<file path="src/rtl/ysyx_22040931_pipe_stage_pkg.sv">
// Shared constants for the generic inter-stage pipeline register.
// Covers the NOP encoding, the skid-mode selectors and the skid FSM state encodings.
package ysyx_22040931_pipe_stage_pkg;

   localparam logic [31:0] NOP_INST = 32'h0000_0013;

   localparam int SKID_OFF = 0;
   localparam int SKID_ON  = 1;

   typedef logic [1:0] skidState_t;

   // State encoding doubles as the occupancy count.
   localparam skidState_t ST_EMPTY = 2'd0;
   localparam skidState_t ST_ONE   = 2'd1;
   localparam skidState_t ST_TWO   = 2'd2;

endpackage

</file>
<file path="src/rtl/ysyx_22040931_pipe_skid.sv">
// Two-entry skid buffer. The main entry drives the output and the skid entry catches overflow.
// ready_o is registered, which breaks the combinational ready chain between pipeline stages.
module ysyx_22040931_pipe_skid
   import ysyx_22040931_pipe_stage_pkg::*;
#(
   parameter int DATA_W = 64
) (
   input  logic              clock,
   input  logic              reset,
   input  logic              flush_i,
   input  logic              push_i,
   input  logic [DATA_W-1:0] data_i,
   input  logic              pop_i,
   output logic              valid_o,
   output logic [DATA_W-1:0] data_o,
   output logic [1:0]        occupancy_o,
   output logic              ready_o
);

   skidState_t        state_q, state_d;
   logic [DATA_W-1:0] main_q, main_d;
   logic [DATA_W-1:0] skid_q, skid_d;
   logic              ready_q;

   always_comb begin
      state_d = state_q;
      main_d  = main_q;
      skid_d  = skid_q;
      case (state_q)
         ST_EMPTY: begin
            if (push_i) begin
               main_d  = data_i;
               state_d = ST_ONE;
            end
         end
         ST_ONE: begin
            if (push_i && pop_i) begin
               main_d = data_i;
            end else if (push_i) begin
               skid_d  = data_i;
               state_d = ST_TWO;
            end else if (pop_i) begin
               state_d = ST_EMPTY;
            end
         end
         ST_TWO: begin
            // Upstream sees ready low here, so only a pop can happen.
            if (pop_i) begin
               main_d  = skid_q;
               state_d = ST_ONE;
            end
         end
         default: state_d = ST_EMPTY;
      endcase
      if (flush_i) begin
         state_d = ST_EMPTY;
      end
   end

   always_ff @(posedge clock) begin
      if (!reset) begin
         state_q <= ST_EMPTY;
         main_q  <= '0;
         skid_q  <= '0;
         ready_q <= 1'b1;
      end else begin
         state_q <= state_d;
         main_q  <= main_d;
         skid_q  <= skid_d;
         ready_q <= (state_d != ST_TWO);
      end
   end

   assign valid_o     = (state_q != ST_EMPTY);
   assign data_o      = main_q;
   assign occupancy_o = state_q;
   assign ready_o     = ready_q;

endmodule

</file>
<file path="src/rtl/ysyx_22040931_pipe_stage.sv">
// Generic pipeline register between core stages: valid/ready handshake with flush, stall and bubble
// injection, an optional two-entry skid buffer, and a saturating back-pressure counter.
module ysyx_22040931_pipe_stage
   import ysyx_22040931_pipe_stage_pkg::*;
#(
   parameter int              DATA_W    = 64,
   parameter int              SKID      = SKID_OFF,
   parameter logic [DATA_W-1:0] NOP_VAL = '0,
   parameter bit              NOP_VALID = 1'b1,
   parameter int              CNT_W     = 32
) (
   input  logic              clock,
   input  logic              reset,
   input  logic              flush_i,
   input  logic              stall_i,
   input  logic              nop_i,
   input  logic              in_valid_i,
   output logic              in_ready_o,
   input  logic [DATA_W-1:0] in_data_i,
   output logic              out_valid_o,
   input  logic              out_ready_i,
   output logic [DATA_W-1:0] out_data_o,
   output logic [1:0]        occupancy_o,
   output logic [CNT_W-1:0]  stall_cnt_o
);

   logic              coreReady;
   logic              coreValid;
   logic [DATA_W-1:0] coreData;
   logic [1:0]        coreOcc;
   logic              inFire;
   logic              outFire;
   logic              push;
   logic [DATA_W-1:0] pushData;
   logic [CNT_W-1:0]  cnt_q, cnt_d;

   // Stall masks both handshakes, so no fire can occur and the storage simply holds.
   assign in_ready_o  = reset & ~stall_i & coreReady;
   assign out_valid_o = ~stall_i & coreValid;
   assign out_data_o  = coreData;
   assign occupancy_o = coreOcc;

   assign inFire   = in_valid_i & in_ready_o;
   assign outFire  = out_valid_o & out_ready_i;
   assign push     = inFire & (~nop_i | NOP_VALID);
   assign pushData = nop_i ? NOP_VAL : in_data_i;

   generate
      if (SKID == SKID_ON) begin : g_skid
         ysyx_22040931_pipe_skid #(
            .DATA_W (DATA_W)
         ) u_skid (
            .clock       (clock),
            .reset       (reset),
            .flush_i     (flush_i),
            .push_i      (push),
            .data_i      (pushData),
            .pop_i       (outFire),
            .valid_o     (coreValid),
            .data_o      (coreData),
            .occupancy_o (coreOcc),
            .ready_o     (coreReady)
         );
      end else begin : g_single
         logic              valid_q, valid_d;
         logic [DATA_W-1:0] data_q, data_d;

         always_comb begin
            valid_d = valid_q;
            data_d  = data_q;
            if (flush_i) begin
               valid_d = 1'b0;
            end else if (push) begin
               valid_d = 1'b1;
               data_d  = pushData;
            end else if (outFire) begin
               valid_d = 1'b0;
            end
         end

         always_ff @(posedge clock) begin
            if (!reset) begin
               valid_q <= 1'b0;
               data_q  <= '0;
            end else begin
               valid_q <= valid_d;
               data_q  <= data_d;
            end
         end

         assign coreReady = ~valid_q | out_ready_i;
         assign coreValid = valid_q;
         assign coreData  = data_q;
         assign coreOcc   = {1'b0, valid_q};
      end
   endgenerate

   // Counter deliberately ignores flush so perf totals survive pipeline redirects.
   always_comb begin
      cnt_d = cnt_q;
      if ((stall_i || (out_valid_o && !out_ready_i)) && (cnt_q != {CNT_W{1'b1}})) begin
         cnt_d = cnt_q + CNT_W'(1);
      end
   end

   always_ff @(posedge clock) begin
      if (!reset) begin
         cnt_q <= '0;
      end else begin
         cnt_q <= cnt_d;
      end
   end

   assign stall_cnt_o = cnt_q;

endmodule
</file>
<file path="config.mk">
export PLATFORM = sky130hd
export DESIGN_NAME = ysyx_22040931_pipe_stage
export DESIGN_NICKNAME = d
export VERILOG_FILES = /design/src/rtl/ysyx_22040931_pipe_stage_pkg.sv /design/src/rtl/ysyx_22040931_pipe_skid.sv /design/src/rtl/ysyx_22040931_pipe_stage.sv
export SDC_FILE = /design/constraint.sdc
export NUM_CORES = 1
export LEC_CHECK = 0
export CAP_MARGIN = 20
export CORE_AREA = 2 2 113 115
export DETAILED_ROUTE_END_ITERATION = 8
export DIE_AREA = 0 0 115 117
export PLACE_DENSITY = 0.63
export SLEW_MARGIN = 20
export SYNTH_ARGS = -nofsm -noshare
export SYNTH_HDL_FRONTEND = slang
export SYNTH_SLANG_ARGS = --single-unit
export TNS_END_PERCENT = 20
</file>
<file path="constraint.sdc">
create_clock -name clock -period 3.18 [get_ports clock]
set_clock_uncertainty 0.05 [all_clocks]
set_input_delay 0.477 -clock clock [delete_from_list [all_inputs] [get_ports clock]]
set_output_delay 0.477 -clock clock [all_outputs]
set_load 0.01 [all_outputs]
</file>
==> results_dict.tcl <==
set metrics [dict create \
    yosys_warnings 0 \
    dpl.hpwl_um 8940 \
    fin_setup_tns_ns 0 \
    final_cell_mix "169 x clkdlybuf4s50_1, 97 x dfxtp_1, 83 x a21oi_1, 81 x nand2_1, 64 x nand3b_1" \
    fin_crit_sh_pct 80.9 \
    final-instance-count-excl-fill 800 \
    critPathCaptureType "register" \
    critPathBufInv 0 \
    root_buffer "clkbuf_16" \
    final_layout_size_suffix_gt1_share_pct 4.62 \
    syn-num-nets 568 \
    rsz0062_at_grt "no" \
    synth_compound_area_share_pct 14.3 \
    setup_ws_ns 0.608 \
    tightest_slew_ns 0.922 \
    critPathSlowestCell "or4_4" \
    area_growth_pct 49.4 \
    drt_iter0_drc 297 \
    vias_per_cell 5.25 \
    antenna_found_initial 1 \
    postCtsSetupBuffers 0 \
    synth_cells 496 \
    clockBufferDepth 2 \
    cts_tree "built" \
    timing.fmax_mhz 389 \
    netlist_area_um2 4180 \
    setup_viol_count_final 0 \
    syn_avg_cell_area_um2 8.42 \
    grt.total_usage_pct 18.2 \
    status "complete, no violations" \
    grt_pass1_wl_um 19700 \
    ir_worst_vdd_v 0.000185 \
    vias 4197 \
    ys_seq_area_share_pct 46.5 \
    gp_congestion 0.776 \
    ios 171 \
    cts.sinks 97 \
    die_height_um 117 \
    power.leakage_nw 1.98 \
    crit_path_max_fanout 12 \
    die_area_um2 13500 \
    grt_pass1_vias 3902 \
    hold_viol 0 \
    muxShareOfSynthArea_pct 2.40 \
    maxSlewHeadroom_pct 38.6 \
    drt_wl_total_um 12900 \
    critPathKind "register to register" \
    drc_errors 0 \
    p_per_area_nw_per_um2 394 \
    synth-xor-area-share_pct 0.420 \
    max-cap-violations 0 \
    required_ns 3.39 \
    synth_edf_count 0 \
    period_minus_slack_ns 2.57 \
    drv_slew 0 \
    cts_buffers 9 \
    coreArea_um2 12300 \
    grt_max_degree 88 \
    port_buffers 169 \
    overflow 0 \
    slowest_delay_ns 0.60 \
    dp_cells 784 \
    async_flop_share_pct 0 \
    rows 41 \
    cp_top_family "simple AND/OR/NAND/NOR gates" \
    layout_commonest_cell "clkdlybuf4s50_1" \
    synthFlopType "dfxtp_1" \
    fp.dieW_um 115 \
    ys_ff_latch 97 \
    post-place-ws_ns 0.587 \
    worstPathCellList "nand4_4, or3_1, or4_4, or4_1, a21oi_1" \
    start_kind "register" \
    ys_types 41 \
    synth_top_family_by_area "simple AND/OR/NAND/NOR gates" \
    critPathArrivalTime_ns 2.78 \
    start_util_pct 33.9 \
    utilization_pct 50.7 \
    layout.nets 717 \
    min_path_type "register to register" \
    r2r_slack_ns 0.61 \
    synth-adder-area-share_pct 0.300 \
    post_cts_resized 0 \
    insertion_delay_ns 0.34 \
    h-tree-depth 3 \
    path_clk_slew_ns 0.07 \
    wl_per_cell_um 16.1 \
    postRouteAntennaNets 0 \
    dr.pass1.iters 4 \
    ctsHoldBuffers 0 \
    yosys.area_share.simple_pct 31.2 \
]
-- metrics by stage --
step	total power, mW	hold slack [ns]	cell area [µm²]
floorplan	1.35	0.426	4180
global placement	1.49	0.388	5970
detailed placement	1.49	0.392	5970
CTS	2.49	0.401	6230
global route	2.56	0.416	6230
finish	2.45	0.400	6240
-- cells in the mapped netlist (2+ instances only) --
cell / number / share of area, %
dfxtp_1: 97 / 47
a21oi_1: 83 / 9.9
nand2_1: 81 / 7.3
nand3b_1: 64 / 12
clkbuf_1: 30 / 2.7
nand3_1: 16 / 1.9
or4_1: 13 / 2.3
o31ai_1: 12 / 2.2
mux2i_1: 10 / 2.4
nand2b_1: 9 / 1.3
nand4_1: 8 / 1.2
nor2_1: 8 / 0.72
o21ai_0: 7 / 0.84
or3_1: 7 / 1.0
inv_1: 6 / 0.54
nor3_1: 6 / 0.72
nor4_1: 6 / 0.90
buf_1: 5 / 0.45
buf_2: 3 / 0.36
a31o_2: 2 / 0.42
buf_4: 2 / 0.36
nor2b_1: 2 / 0.30
-- per-layer routing --
metal / wire (µm) / global-route usage [%]
met5: 0 / 0
met4: 211 / 6.91
met3: 701 / 4.33
met2: 6270 / 29.2
met1: 5690 / 23.9
-- final timing paths --
kind                        from         endpoint  cells past startpoint
setup / recovery  stall_cnt_o[5]  stall_cnt_o[31]                      5
hold / removal    out_data_o[55]   out_data_o[55]                      2
hold reg to reg   out_data_o[55]   out_data_o[55]                      2
setup reg to reg  stall_cnt_o[5]  stall_cnt_o[31]                      5
-- report_power, final --
part	internal [mW]	switching [mW]
combinational	0.129	0.0960
sequential	1.23	0.00917
clock	0.546	0.447
-- tightest hold or removal path, stage by stage (launching register included) --
cell and delay (ns):
dfxtp_1 0.31, nand2_1 0.05, a21oi_1 0.05
-- cell families after synthesis --
group,count (synthesis)
and+or+nand+nor,228
AOI/OAI and AO/OA,109
DFF,97
buffers and inverters,48
muxes,10
xor gates and xnor gates,2
adders and majority gates,1
other,1
-- sequential cells by signal (all words and copies together) (netlist names) --
signal	flops
stall_cnt_o	32
out_data_o	64
coreValid	1
-- final cells by class --
type | instances | area (µm²)
antenna | 1 | 2.50
clock buffer | 12 | 246
clock inverter | 3 | 17.5
fill | 1192 | 6070
inverter | 7 | 26.3
multi-input combinational | 351 | 2040
sequential | 97 | 1940
tap | 150 | 188
timing repair buffer | 179 | 1780
No activity file was read; power rests on OpenSTA's default activity.
